==> src/rtl/uart_pkg.sv <==
// Shared UART definitions: receiver/transmitter FSM states, oversample ratio
// and the baud divider calculation.
package uart_pkg;

  // Samples taken per bit period.
  localparam int unsigned OVS = 16;

  typedef enum logic [2:0] {
    IDLE,
    START,
    DATA,
    STOP,
    BRK
  } uart_state_e;

  // Clocks per oversample tick, truncated.
  function automatic int unsigned baud_div(input int unsigned clk_freq,
                                           input int unsigned baud);
    return clk_freq / (baud * OVS);
  endfunction

endpackage

==> src/rtl/byte_fifo.sv <==
// Small circular-buffer FIFO with first-word fall-through output.
// Ports:
//   clk, reset   clock and synchronous active-high reset
//   push, din    write request and data (dropped when full unless popping)
//   pop          read request (ignored when empty)
//   dout         entry at the head; reads 0 while empty
//   count        current occupancy
//   full, empty  occupancy flags
module byte_fifo #(
  parameter int unsigned DEPTH = 4,
  parameter int unsigned WIDTH = 8
) (
  input  logic                   clk,
  input  logic                   reset,
  input  logic                   push,
  input  logic                   pop,
  input  logic [WIDTH-1:0]       din,
  output logic [WIDTH-1:0]       dout,
  output logic [$clog2(DEPTH):0] count,
  output logic                   full,
  output logic                   empty
);

  localparam int unsigned PTR_W = $clog2(DEPTH);
  localparam int unsigned CNT_W = $clog2(DEPTH) + 1;

  logic [WIDTH-1:0] mem [DEPTH];
  logic [PTR_W-1:0] wr_ptr;
  logic [PTR_W-1:0] rd_ptr;
  logic             do_push_c;
  logic             do_pop_c;

  assign empty = (count == '0);
  assign full  = (count == CNT_W'(DEPTH));

  // A pop frees the slot a same-cycle push into a full FIFO needs.
  assign do_pop_c  = pop && !empty;
  assign do_push_c = push && (!full || do_pop_c);

  assign dout = empty ? '0 : mem[rd_ptr];

  // Pointers wrap naturally because DEPTH is a power of two.
  always_ff @(posedge clk) begin
    if (reset) begin
      wr_ptr <= '0;
      rd_ptr <= '0;
      count  <= '0;
    end else begin
      if (do_push_c) wr_ptr <= wr_ptr + 1'b1;
      if (do_pop_c)  rd_ptr <= rd_ptr + 1'b1;
      case ({do_push_c, do_pop_c})
        2'b10:   count <= count + 1'b1;
        2'b01:   count <= count - 1'b1;
        default: count <= count;
      endcase
    end
  end

  // Storage needs no reset; the output is masked while empty.
  always_ff @(posedge clk) begin
    if (do_push_c) mem[wr_ptr] <= din;
  end

endmodule

==> src/rtl/uart_rx_fifo.sv <==
// 8N1 UART receiver with 16x oversampling feeding a byte FIFO.
// Ports:
//   clk, reset   clock and synchronous active-high reset
//   rx           asynchronous serial input, idles high
//   rx_data      byte at the FIFO head (valid while rx_valid)
//   rx_valid     FIFO non-empty
//   rx_ready     consumer accepts rx_data on rx_valid && rx_ready
//   fifo_count   FIFO occupancy
//   frame_err    one-cycle pulse: stop bit sampled low
//   overrun      one-cycle pulse: good byte arrived while FIFO full
module uart_rx_fifo
  import uart_pkg::*;
#(
  parameter int unsigned CLK_FREQ   = 25000000,
  parameter int unsigned BAUD       = 9600,
  parameter int unsigned FIFO_DEPTH = 4
) (
  input  logic                        clk,
  input  logic                        reset,
  input  logic                        rx,
  output logic [7:0]                  rx_data,
  output logic                        rx_valid,
  input  logic                        rx_ready,
  output logic [$clog2(FIFO_DEPTH):0] fifo_count,
  output logic                        frame_err,
  output logic                        overrun
);

  localparam int unsigned BAUD_DIV = baud_div(CLK_FREQ, BAUD);
  localparam int unsigned TICK_W   = (BAUD_DIV > 1) ? $clog2(BAUD_DIV) : 1;
  localparam int unsigned SCNT_W   = $clog2(OVS);

  logic              rx_meta;
  logic              rx_s;
  logic [TICK_W-1:0] tick_cnt;
  logic              tick_c;
  logic              start_c;

  uart_state_e       state_q, state_d;
  logic [SCNT_W-1:0] sample_cnt_q, sample_cnt_d;
  logic [2:0]        bit_idx_q, bit_idx_d;
  logic [7:0]        shift_q, shift_d;
  logic              push_c;
  logic              frame_err_d;
  logic              overrun_d;
  logic              fifo_full;
  logic              fifo_empty;

  // Two-flop synchronizer; preset to the idle level.
  always_ff @(posedge clk) begin
    if (reset) begin
      rx_meta <= 1'b1;
      rx_s    <= 1'b1;
    end else begin
      rx_meta <= rx;
      rx_s    <= rx_meta;
    end
  end

  // Oversample tick; restarted on the start edge so ticks align to it.
  assign start_c = (state_q == IDLE) && !rx_s;
  assign tick_c  = (tick_cnt == TICK_W'(BAUD_DIV - 1));

  always_ff @(posedge clk) begin
    if (reset || start_c || tick_c) tick_cnt <= '0;
    else                            tick_cnt <= tick_cnt + 1'b1;
  end

  // State and datapath registers.
  always_ff @(posedge clk) begin
    if (reset) begin
      state_q      <= IDLE;
      sample_cnt_q <= '0;
      bit_idx_q    <= '0;
      shift_q      <= '0;
      frame_err    <= 1'b0;
      overrun      <= 1'b0;
    end else begin
      state_q      <= state_d;
      sample_cnt_q <= sample_cnt_d;
      bit_idx_q    <= bit_idx_d;
      shift_q      <= shift_d;
      frame_err    <= frame_err_d;
      overrun      <= overrun_d;
    end
  end

  // Next-state logic: start bit checked at mid-bit, later bits every OVS ticks.
  always_comb begin
    state_d      = state_q;
    sample_cnt_d = sample_cnt_q;
    bit_idx_d    = bit_idx_q;
    shift_d      = shift_q;
    push_c       = 1'b0;
    frame_err_d  = 1'b0;

    case (state_q)
      IDLE: begin
        if (!rx_s) begin
          state_d      = START;
          sample_cnt_d = '0;
        end
      end

      START: begin
        if (tick_c) begin
          if (sample_cnt_q == SCNT_W'(OVS / 2 - 1)) begin
            sample_cnt_d = '0;
            if (rx_s) begin
              state_d = IDLE;
            end else begin
              state_d   = DATA;
              bit_idx_d = '0;
            end
          end else begin
            sample_cnt_d = sample_cnt_q + 1'b1;
          end
        end
      end

      DATA: begin
        if (tick_c) begin
          if (sample_cnt_q == SCNT_W'(OVS - 1)) begin
            sample_cnt_d = '0;
            shift_d      = {rx_s, shift_q[7:1]};
            bit_idx_d    = bit_idx_q + 1'b1;
            if (bit_idx_q == 3'd7) state_d = STOP;
          end else begin
            sample_cnt_d = sample_cnt_q + 1'b1;
          end
        end
      end

      STOP: begin
        if (tick_c) begin
          if (sample_cnt_q == SCNT_W'(OVS - 1)) begin
            sample_cnt_d = '0;
            if (rx_s) begin
              push_c  = 1'b1;
              state_d = IDLE;
            end else begin
              frame_err_d = 1'b1;
              state_d     = BRK;
            end
          end else begin
            sample_cnt_d = sample_cnt_q + 1'b1;
          end
        end
      end

      // Held-low line: wait for idle before hunting for a new start bit.
      BRK: begin
        if (rx_s) state_d = IDLE;
      end

      default: state_d = IDLE;
    endcase
  end

  // Full FIFO drops the byte unless the consumer frees a slot this cycle.
  assign overrun_d = push_c && fifo_full && !(rx_ready && rx_valid);

  byte_fifo #(
    .DEPTH (FIFO_DEPTH),
    .WIDTH (8)
  ) u_fifo (
    .clk   (clk),
    .reset (reset),
    .push  (push_c),
    .pop   (rx_ready),
    .din   (shift_q),
    .dout  (rx_data),
    .count (fifo_count),
    .full  (fifo_full),
    .empty (fifo_empty)
  );

  assign rx_valid = !fifo_empty;

endmodule

==> config.mk <==
export PLATFORM = sky130hd
export DESIGN_NAME = uart_rx_fifo
export DESIGN_NICKNAME = d
export VERILOG_FILES = /design/src/rtl/uart_pkg.sv /design/src/rtl/byte_fifo.sv /design/src/rtl/uart_rx_fifo.sv
export SDC_FILE = /design/constraint.sdc
export NUM_CORES = 1
export LEC_CHECK = 0
export ABC_AREA = 1
export CAP_MARGIN = 20
export CORE_MARGIN = 1.5
export CORE_UTILIZATION = 50
export DETAILED_ROUTE_END_ITERATION = 6
export HOLD_SLACK_MARGIN = 0.05
export PLACE_DENSITY = 0.69
export SYNTH_ARGS = -nofsm -noshare
export SYNTH_HDL_FRONTEND = slang
export SYNTH_HIERARCHICAL = 1
export SYNTH_SLANG_ARGS = --single-unit
==> constraint.sdc <==
create_clock -name clk -period 2.6 [get_ports clk]
set_input_delay 0.26 -clock clk [delete_from_list [all_inputs] [get_ports clk]]
set_output_delay 0.26 -clock clk [all_outputs]
set_load 0.01 [all_outputs]
* Yosys cells after proc, flatten, opt, wreduce, memory -nomap -nowiden
Memory sizes are Yosys's and may differ from the RTL's. A register that Yosys moved wholly into a read port is not among the register bits.
Cells that the tools add are included.
** Operators by class
- Multiplexer cells :: 35
- Equality and inequality tests :: 22
- Reductions and logical operators :: 23
- Bitwise gates (word level) :: 3
- Add/sub/neg operators :: 7
** Operator list (count)
- $mux 3 :: 15
- $mux 4 :: 5
- $ne 2x2->1 const B :: 10
- $pmux 3 s5 :: 1
- $pmux 3 s2 :: 2
- $pmux 4 s3 :: 1
- $eq 3x3->1 const B :: 3
- $reduce_and 9->1 :: 1
- $add 8x1->8 const B :: 1
- $eq 8x8->1 const B :: 1
- $mux 8 :: 1
- $mux 1 :: 7
- $add 3x1->3 const B :: 2
- $eq 3x2->1 const B :: 2
- $logic_not 3->1 :: 2
- $mux 2 :: 3
- $reduce_and 6->1 :: 1
- $logic_and 1x1->1 :: 5
- $add 2x1->2 const B :: 2
- $add 4x1->4 const B :: 1
- $eq 4x3->1 const B :: 1
- $eq 4x4->1 const B :: 1
- $logic_not 1->1 :: 4
- $reduce_and 4->1 :: 1
- other kinds (12) :: 17
** Storage, ports and cells
- Memories :: 1
- Word-level logic and storage cells :: 103
- RAM bits :: 32
- Flip-flop bits (word level) :: 37
** Memory list
- u_fifo.mem :: depth 4, bits a word 8, rd ports 1, clocked after memory_dff 1, write ports 1, line byte_fifo.sv:27 : logic [WIDTH-1:0] mem [DEPTH];

* Longest topological paths before layout
- Word-level depth :: 7
- Depth in mapped cells :: 18

* Modules after synthesis
The synthesis kept the hierarchy.
** By module, submodules not included
- byte_fifo :: area an instance 1760.4 sq um, seq. area each 1141.1 sq um, instances 1, cells each 168
- uart_rx_fifo :: area an instance 1462.7 sq um, seq. area each 600.6 sq um, instances 1, cells each 206

* Worst setup path before layout
No wires, ideal clock.
- Kind :: register to register
- From :: register tick_cnt[0]
- To :: register u_fifo.count[1]
- Clock period less this slack :: 2346 ps
- Stages on the path, launching flop included :: 13
- Buffers on the path :: 0
- Library setup time :: 70 ps
- Data arrival time :: 2276 ps
- Data required time :: 2530 ps
- Path slack :: 254 ps
- Path through :: dfxtp_1 ha_1 nand2_1 nor2_1 nand2_1 nor2_2 inv_2 nor3_1 nand2_1 ha_1 inv_1 fa_1 a21oi_1
** On the way
- Word-level cells in the longest chain between the ends :: 6
- Elaborated cells between the ends (all ways) :: 8
- Classes of those cells :: eq/ne (3); mux (3); reduce/logical (2)
** RTL lines
- start, declared :: line uart_rx_fifo.sv:35 : logic [TICK_W-1:0] tick_cnt;
- start signal, assigned :: line uart_rx_fifo.sv:66 : else tick_cnt <= tick_cnt + 1'b1;
- $eq 8x8->1 (*) :: line uart_rx_fifo.sv:62 : assign tick_c = (tick_cnt == TICK_W'(BAUD_DIV - 1));
- $mux 1 (*) :: line uart_rx_fifo.sv:135 : if (tick_c) begin
- $mux 1 (*) :: line uart_rx_fifo.sv:97 : case (state_q)
- via push_c :: line uart_rx_fifo.sv:43 : logic push_c;
- $logic_and 1x1->1 (*) :: line byte_fifo.sv:38 : assign do_push_c = push && (!full || do_pop_c);
- $eq 2x1->1 or $eq 2x2->1 (tied branches) :: line byte_fifo.sv:51 : case ({do_push_c, do_pop_c})
- $pmux 3 s2 or $reduce_bool 2->1 (tied branches)
- end signal, assigned :: line byte_fifo.sv:52 : 2'b10: count <= count + 1'b1;
- end signal, assigned :: line byte_fifo.sv:53 : 2'b01: count <= count - 1'b1;
- end signal, assigned :: line byte_fifo.sv:54 : default: count <= count;
- end, declared :: line byte_fifo.sv:19 : output logic [$clog2(DEPTH):0] count,
Mark *: on every way through the listed nets, which the timed path passes. The rest lies on a longest branch.
A chain may end at the register's enable or synchronous reset.

==> flow_metrics.tcl <==
set metrics [dict create \
    setup_viol 0 \
    synth_edf_count 32 \
    ys_types 30 \
    synthCells 374 \
    cp_slowest_stage_delay_ns 0.72 \
    syn_area_per_cell_um2 8.62 \
    whs_path_depth 1 \
    wl_um 6120 \
    yosysWarningCount 6 \
    combPwrFrac_pct 15.1 \
    grt_pass1_vias 2322 \
    cts_sinks 71 \
    p_clk_share_pct 35.0 \
    async_reset_ff_share_pct 0 \
    vias 2449 \
    multi_input_area_um2 1250 \
    core_area_um2 6280 \
    ys_seq_area_share_pct 54.0 \
    fmax_mhz 416 \
    grt_max_degree 18 \
    drt_drc_violations_left 0 \
    peakVddDrop_mv 0.349 \
    row_count 29 \
    overflow 0 \
    synth_top_area_cell "edfxtp_1" \
    crit_arrival_ns 2.14 \
    die_x_um 83.3 \
    layout_commonest_cell "nor2_1" \
    critPathSlowestCell "dfxtp_1" \
    drtIter0Drc 170 \
    register_area_um2 1740 \
    tritoncts "done" \
    stdcell_count 487 \
    grt_pass1_wl_um 10200 \
    min-delay-start "rx_meta" \
    yosys-top-cells-area "edfxtp_1, dfxtp_1, nor2_1" \
    die_area_um2 6940 \
    grt_util_all_layers_pct 18.5 \
    holdCritPathClass "reg2reg" \
    initial_core_util_pct 51.3 \
    synth_ff_type "dfxtp_1" \
    tightest_slew_ns 0.617 \
    n_fill_cell 573 \
    cp_cell_sequence "inv_2 -> o21ai_0 -> a21oi_1 -> clkdlybuf4s50_1" \
    status "finished clean" \
    htreeDepth 3 \
    clockRootBuffer "clkbuf_8" \
    drtAntennaViolNets 0 \
    min_to "rx_s" \
    switching_share_pct 27.9 \
    syn_nets 389 \
    leakagePower_uw 0.00153 \
    clkSlewWorstSetupHoldPaths_ns 0.08 \
    reg2reg_from "tick_cnt[0]" \
    numCtsBuffers 9 \
    synth_seq_cells 71 \
    worst-endpoint-required_ns 2.34 \
    rr_endpoint "u_fifo/count[1]" \
    dieHeight_um 83.3 \
    clock_latency_ns 0.34 \
    antenna_found_initial 0 \
    mostFrequentLayoutCells "nor2_1, nand2_1, inv_1" \
    switchingPower_uw 685 \
    rr_worst_depth 12 \
    areaGrowthSynthToFinish_pct 14.9 \
    p_int_uw 1770 \
    fin_skew_ns 0.00611 \
    cts_buffer_depth 2 \
    drive_above_1_share_pct 12.9 \
    finalCritPeriodShare_pct 92.5 \
    reg2reg_slack_ns 0.21 \
    fin_nets 420 \
    netlist_area_um2 3220 \
    drt-pass1-iter-count 4 \
    critPathKind "reg2out" \
    finalHoldViolations 0 \
    gp_congestion 0.905 \
    portBuffers 17 \
    endpoint_kind "primary output" \
    yosysTopAreaCellShare_pct 29.8 \
    worstSetupStartpointType "flop" \
    crit_path_max_fanout 17 \
    p_seq_share_pct 49.9 \
    ios 18 \
    diodes 0 \
    power_uw 2460 \
    p_per_area_nw_per_um2 663 \
    maxCapViolCount 0 \
    wl_per_cell_um 12.6 \
    dp.cells 471 \
    place.detailed.hpwl_um 4320 \
    finalCriticalPeriod_ns 2.40 \
    drv_slew 0 \
    slew-limit-headroom_pct 58.8 \
    vias_per_cell 5.03 \
]
state kept, by name (all words and copies together) (netlist names), named ones only:
signal and count:
rx_s 1, bit_idx_q 3, u_fifo/rd_ptr 2, u_fifo/mem 32, u_fifo/count 3, tick_cnt 8
shift_q 8, rx_meta 1, u_fifo/wr_ptr 2, frame_err 1, state_q 3, sample_cnt_q 4
overrun 1
what timing repair did:
action / 4_1_cts / 5_1_grt
gates resized for setup: 0 / 2
setup endpoints to repair: 0 / 2
hold buffers: 0 / 0
setup buffers: 0 / 0
metrics by stage:
| step | instance area [um2] | hold WS (ns) | setup slack, ns | setup TNS (ns) | utilization, % |
|---|---|---|---|---|---|
| finish | 3700 | 0.408 | 0.196 | 0 | 59.0 |
| global placement | 3500 | 0.396 | 0.310 | 0 | 55.7 |
| floorplan | 3220 | 0.338 | 0.254 | 0 | - |
| detailed placement | 3500 | 0.400 | 0.156 | 0 | 55.7 |
| global route | 3700 | 0.421 | -0.0159 | -0.0159 | 59.0 |
| CTS | 3690 | 0.415 | 0.134 | 0 | 58.9 |
Yosys cell counts (2+ instances only):
master	number
nand3b_1	3
o21ai_1	12
nand2_1	50
o21ai_0	17
a21oi_1	24
or2_2	2
nor3_1	6
nor2_1	83
nor2_2	8
buf_4	2
dfxtp_1	39
nand3_1	18
inv_2	5
xor2_1	2
ha_1	10
edfxtp_1	32
inv_1	41
nand2_2	5
nand3_2	2
buf_6	3
kinds of logic after synthesis:
family | after synthesis | synth area share (%)
compound gates | 55 | 8.73
xor+xnor | 2 | 0.544
fa+ha+maj | 11 | 4.50
buf+inv | 53 | 7.41
flops | 71 | 54.0
simple gates | 182 | 24.8
critical path, delay by kind of cell (launching register included):
kind	cells	cell delay, ns
compound gates	2	0.34
flops	1	0.72
buf+inv	2	0.75
worst max path at each step:
| stage | end | slack, ns | cells after the start |
|---|---|---|---|
| after detailed placement | u_fifo/count[1] | 0.16 | 12 |
| after CTS | u_fifo/count[1] | 0.13 | 12 |
| after global placement | u_fifo/count[1] | 0.31 | 12 |
| final | rx_data[3] | 0.20 | 4 |
| after floorplan | u_fifo/count[1] | 0.25 | 12 |
| after global routing | u_fifo/count[2] | -0.02 | 16 |
power by group through the flow:
stage / combinational (uW) / sequential, uW / clock, uW
6_report: 370 / 1230 / 859
5_1_grt: 421 / 1230 / 925
4_1_cts: 373 / 1230 / 879
3_5_place_dp: 372 / 1250 / 0
3_3_place_gp: 362 / 1250 / 0
2_1_floorplan: 282 / 1240 / 0
cell type report:
class / instances / area share, %
Multi-Input combinational cell: 250 / 33.8
Clock inverter: 7 / 1.96
Sequential cell: 71 / 47.0
Inverter: 46 / 4.66
Timing Repair Buffer: 27 / 6.62
Tap cell: 77 / 2.60
Clock buffer: 9 / 3.35
per-layer routing:
metal / part of all wire (%) / GRT usage, % / wire (um) / up-vias
met2: 50 / 32.1 / 3080 / 45
met3: 3.0 / 3.18 / 186 / 11
li1: - / - / - / 1271
met5: 0 / 0 / 0 / -
met1: 45 / 22.0 / 2730 / 1122
met4: 2.0 / 9.24 / 124 / 0
(Power assumes the default switching activity.)
